## config.mk

```make
export PLATFORM = sky130hd
export DESIGN_NAME = tripwire_controller
export DESIGN_NICKNAME = d
export VERILOG_FILES = /design/src/rtl/tripwire_pkg.sv /design/src/rtl/tripwire_controller_beam_debouncer.sv /design/src/rtl/tripwire_controller.sv
export SDC_FILE = /design/constraint.sdc
export NUM_CORES = 1
export LEC_CHECK = 0
export CAP_MARGIN = 20
export CORE_MARGIN = 4
export CORE_UTILIZATION = 60
export CTS_BUF_LIST = sky130_fd_sc_hd__clkbuf_4
export DETAILED_ROUTE_END_ITERATION = 6
export GPL_TIMING_DRIVEN = 0
export MAX_ROUTING_LAYER = met4
export PLACE_DENSITY = 0.85
export REMOVE_ABC_BUFFERS = 1
export SLEW_MARGIN = 15
export SYNTH_ARGS = -nofsm -noshare
export SYNTH_HDL_FRONTEND = slang
export SYNTH_HIERARCHICAL = 1
export SYNTH_SLANG_ARGS = --single-unit
```

## constraint.sdc

```tcl
create_clock -name clk -period 7.7 [get_ports clk]
set_clock_uncertainty 0.2 [all_clocks]
set_input_delay 1.54 -clock clk [delete_from_list [all_inputs] [get_ports clk]]
set_output_delay 1.54 -clock clk [all_outputs]
set_load 0.02 [all_outputs]
```

## src/rtl/tripwire_pkg.sv

```systemverilog
// Shared types and default beam-window constants for the tripwire controller.
package tripwire_pkg;

  typedef enum logic [2:0] {
    DISARMED = 3'd0,
    ARMING   = 3'd1,
    ARMED    = 3'd2,
    ENTRY    = 3'd3,
    ALARM    = 3'd4
  } state_t;

  localparam int unsigned BEAM_LO_DEF = 4000;
  localparam int unsigned BEAM_HI_DEF = 4999;

endpackage

```

## src/rtl/tripwire_controller_beam_debouncer.sv

```systemverilog
// Beam window qualifier and break debouncer; beam_broken rises on the same edge that
// brk_cnt reaches DEBOUNCE.
module beam_debouncer
  import tripwire_pkg::*;
#(
  parameter int unsigned BEAM_LO  = BEAM_LO_DEF,
  parameter int unsigned BEAM_HI  = BEAM_HI_DEF,
  parameter int unsigned DEBOUNCE = 4
) (
  input  logic        clk,
  input  logic        rst_n,
  input  logic [12:0] light_sensor,
  input  logic        sample_valid,
  output logic        beam_broken
);

  localparam int unsigned CW   = (DEBOUNCE > 1) ? $clog2(DEBOUNCE + 1) : 1;
  localparam logic [12:0] LO   = 13'(BEAM_LO);
  localparam logic [12:0] HI   = 13'(BEAM_HI);
  localparam logic [CW-1:0] CMAX = CW'(DEBOUNCE);

  logic [CW-1:0] brk_cnt;
  logic [CW-1:0] cnt_next;
  logic          in_window;

  assign in_window = (light_sensor >= LO) && (light_sensor <= HI);

  always_comb begin
    cnt_next = brk_cnt;
    if (brk_cnt != CMAX) cnt_next = brk_cnt + CW'(1);
  end

  always_ff @(posedge clk or negedge rst_n) begin
    if (!rst_n) begin
      brk_cnt     <= '0;
      beam_broken <= 1'b0;
    end else if (sample_valid) begin
      if (in_window) begin
        brk_cnt     <= '0;
        beam_broken <= 1'b0;
      end else begin
        brk_cnt     <= cnt_next;
        beam_broken <= (cnt_next == CMAX);
      end
    end
  end

endmodule

```

## src/rtl/tripwire_controller.sv

```systemverilog
// Tripwire arm/disarm sequencer: exit delay, entry grace, alarm, trip counting.
// Optional feature macro: TRIPWIRE_AUTO_REARM_EN (timed alarm with automatic re-arm).
module tripwire_controller
  import tripwire_pkg::*;
#(
  parameter int unsigned BEAM_LO   = BEAM_LO_DEF,
  parameter int unsigned BEAM_HI   = BEAM_HI_DEF,
  parameter int unsigned DEBOUNCE  = 4,
  parameter int unsigned EXIT_CYC  = 50_000_000,
  parameter int unsigned ENTRY_CYC = 25_000_000,
  parameter int unsigned ALARM_CYC = 250_000_000
) (
  input  logic        clk,
  input  logic        rst_n,
  input  logic [12:0] light_sensor,
  input  logic        sample_valid,
  input  logic        arm,
  input  logic        disarm,
  output logic        armed,
  output logic        alarm,
  output logic        beam_broken,
  output logic        arm_fail,
  output logic [7:0]  trip_count,
  output logic [2:0]  state_o
);

  localparam int unsigned TMAX_EE = (EXIT_CYC > ENTRY_CYC) ? EXIT_CYC : ENTRY_CYC;
  localparam int unsigned TMAX    = (TMAX_EE > ALARM_CYC) ? TMAX_EE : ALARM_CYC;
  localparam int unsigned TW      = (TMAX > 1) ? $clog2(TMAX) : 1;

  localparam logic [TW-1:0] EXIT_LAST  = TW'(EXIT_CYC - 1);
  localparam logic [TW-1:0] ENTRY_LAST = TW'(ENTRY_CYC - 1);
`ifdef TRIPWIRE_AUTO_REARM_EN
  localparam logic [TW-1:0] ALARM_LAST = TW'(ALARM_CYC - 1);
`endif

  state_t        state, state_next;
  logic [TW-1:0] timer;
  logic          timer_clr, timer_inc;
  logic          fail_next, trip;
  logic          brk_d;
  logic          brk_rise;

  beam_debouncer #(
    .BEAM_LO  (BEAM_LO),
    .BEAM_HI  (BEAM_HI),
    .DEBOUNCE (DEBOUNCE)
  ) u_debouncer (
    .clk          (clk),
    .rst_n        (rst_n),
    .light_sensor (light_sensor),
    .sample_valid (sample_valid),
    .beam_broken  (beam_broken)
  );

  assign brk_rise = beam_broken & ~brk_d;
  assign state_o  = state;

  always_comb begin
    state_next = state;
    timer_clr  = 1'b0;
    timer_inc  = 1'b0;
    fail_next  = 1'b0;
    trip       = 1'b0;
    case (state)
      DISARMED: if (arm) state_next = ARMING;
      ARMING: begin
        if (timer == EXIT_LAST) begin
          if (!beam_broken) begin
            state_next = ARMED;
          end else begin
            state_next = DISARMED;
            fail_next  = 1'b1;
          end
        end else begin
          timer_inc = 1'b1;
        end
      end
      ARMED: begin
        if (brk_rise) begin
          state_next = ENTRY;
          trip       = 1'b1;
        end
      end
      ENTRY: begin
        if (timer == ENTRY_LAST) state_next = ALARM;
        else timer_inc = 1'b1;
      end
      ALARM: begin
`ifdef TRIPWIRE_AUTO_REARM_EN
        // Timer parks at its last value while the beam stays broken.
        if (timer == ALARM_LAST) begin
          if (!beam_broken) state_next = ARMED;
        end else begin
          timer_inc = 1'b1;
        end
`endif
      end
      default: state_next = DISARMED;
    endcase

    if (disarm) begin
      state_next = DISARMED;
      fail_next  = 1'b0;
      trip       = 1'b0;
      timer_clr  = 1'b1;
    end
    if (state_next != state) timer_clr = 1'b1;
  end

  always_ff @(posedge clk or negedge rst_n) begin
    if (!rst_n) begin
      state      <= DISARMED;
      timer      <= '0;
      armed      <= 1'b0;
      alarm      <= 1'b0;
      arm_fail   <= 1'b0;
      trip_count <= '0;
      brk_d      <= 1'b0;
    end else begin
      state    <= state_next;
      armed    <= (state_next == ARMED) || (state_next == ENTRY) || (state_next == ALARM);
      alarm    <= (state_next == ALARM);
      arm_fail <= fail_next;
      brk_d    <= beam_broken;
      if (timer_clr)      timer <= '0;
      else if (timer_inc) timer <= timer + TW'(1);
      if (trip && (trip_count != '1)) trip_count <= trip_count + 8'd1;
    end
  end

endmodule

```

==> results.ini <==
[worst_setup_path]
worst_ep_arrival_time_ps=3570
critPathBufInv=0
worst_path_largest_cell_delay_ps=900
cp-end-kind=flip-flop
cpMostUsedCell=or4_4
worst-setup-path-type=flip-flop to flip-flop
crit_family=simple AND/OR/NAND/NOR gates
path_max_fanout=25
setup.worst_path.start_class=flip-flop
worstPathCellList=or4_4 > or4_4 > nor4_4 > o31a_2 > nor3_1
crit_required_ps=7710
critPathSlowestCell=nor4_4

[pwr]
power.density_nw_per_um2=152
p_leak_nw=1.16
max-vdd-ir-drop_v=0.000139

[layout]
final_cell_mix=dfrtp_1 (47), clkdlybuf4s50_1 (28), nor3_1 (22), nand4_1 (20), nand2_1 (19)
stdcell_area_um2=3070
antennaDiodeCount=0
layout.nets=317
finish.utilization_pct=69.9
final_common_cell=dfrtp_1
drive_gt1_share_pct=13.5
fin_cells=348
synthToLayoutAreaGrowth_pct=11.6

[placed_design]
post-dp-hpwl_um=4060
place.gp.congestion=0.897
place_area_um2=3010
port_buffers=29
dp_cells=340

[drt]
first_pass_iters=5
initialDrtViolationCount=126
vias_per_cell=6.47
wl_per_cell_um=16.1
drt-total-wl_um=5620
route.antenna.remaining_nets=0
vias=2251
drc_errors=0

[die]
die-height_um=75.7
die_x_um=75.7
initial_core_util_pct=62.7
std_cell_rows=24
ioPinCount=33
die_area_um2=5730
core_area_um2=4380

[clocking]
cts_hold_buf=0
cts_tree=done
cts_max_level=2
clk_pin_slew_ps=120
ctsResizeCount=0
clockBufferDepth=2
clock-sinks=47
root_buffer=clkbuf_4
postCtsSetupBuffers=0
clock_latency_ps=360
cts-buffers-inserted=5

[grt]
overflow=0
grt_max_degree=36
grt_pass1_wl_um=9690
grt_pass1_vias=2157
grt_usage_pct=22.7
antenna_found_initial=0

[run]
max_cap_violations=0

[logic_synthesis]
synth_area_per_cell_um2=10.2
yosysSeqAreaShare_pct=42.8
synth_edf_count=0
synth_area_um2=2750
synth_cells=269
ys_types=56
synth_warnings=6
synthFlopType=dfrtp_1
async_flop_share_pct=100
ys_ff_latch=47

[sta]
setup_viol=0
post-route-min-period_ps=3570
whs_ps=251
worstMarginPinSlew_ps=1020
max_slew_margin_pct=31.4
fin_tns_setup_ps=0
max_freq_mhz=280
final_hold_viol_count=0
fin_crit_sh_pct=46.3
finalMaxSlewViolations=0
rsz0062_at_grt=false

[outcome]
outcome=finished clean

[hold_path]
hp-class=flip-flop to flip-flop

==> layer usage <==
metal / wire length, um / share of wire [%] / GRT usage (%)
met1: 2450 / 44 / 28.6
met2: 2860 / 51 / 36.9
met3: 262 / 4.7 / 5.15
met4: 53 / 0.94 / 6.41
met5: 0 / 0 / -
==> kinds of logic after synthesis <==
group,share of synthesized area (%)
flip-flops,42.8
adder cells (fa/ha/maj),1.82
XOR/XNOR,7.33
buffers and inverters,5.69
AND/OR/NAND/NOR,28.9
AO/OA/AOI/OAI,13.1
multiplexers,0.410
==> synthesized netlist by cell type, drive strengths merged (3+ instances only) <==
library cell | count | area [um2]
a211oi | 11 | 113
a21oi | 9 | 45.0
and2 | 3 | 20.0
and3 | 8 | 51.3
buf | 8 | 68.8
dfrtp | 47 | 1180
ha | 4 | 50.1
inv | 10 | 37.5
nand2 | 19 | 71.3
nand2b | 3 | 18.8
nand3 | 13 | 65.1
nand4 | 20 | 125
nor2 | 5 | 18.8
nor2b | 3 | 18.8
nor3 | 22 | 110
nor4 | 6 | 52.6
o211ai | 3 | 27.5
o21ai | 3 | 15.0
o31ai | 11 | 82.6
or4 | 15 | 138
xnor2 | 9 | 78.8
xor2 | 14 | 123
==> worst paths after layout <==
check,from,to,slack [ps],depth (start not counted)
max in group asynchronous,rst_n,armed,5970,2
min in group asynchronous,rst_n,timer[8],850,1
hold / removal,u_debouncer/beam_broken,brk_d,250,0
setup reg to reg,timer[9],timer[20],4130,5
setup / recovery,timer[9],timer[20],4130,5
hold reg to reg,u_debouncer/beam_broken,brk_d,250,0
==> through the flow <==
step	total power, mW	setup WS, ps
detailed placement	0.359	4060
CTS	0.469	4110
global placement	0.355	3580
global route	0.494	3920
finish	0.465	4130
floorplan	0.326	4630
==> power breakdown <==
group,switching (mW),internal (mW)
Sequential,0.0126,0.260
Clock,0.0730,0.0375
Combinational,0.0464,0.0357
==> registers in the layout, indices dropped and copies added (netlist names) <==
signal / count
state_o: 3
u_debouncer/beam_broken: 1
arm_fail: 1
u_debouncer/brk_cnt: 3
alarm: 1
brk_d: 1
armed: 1
trip_count: 8
timer: 28
==> final cells by class <==
class | count | area [um2]
clock buffer | 6 | 45.0
clock inverter | 2 | 7.51
fill | 339 | 1320
inverter | 10 | 37.5
multi-input combinational | 201 | 1430
sequential | 47 | 1180
tap | 52 | 65.1
timing repair buffer | 30 | 305
(Power assumes the default switching activity.)
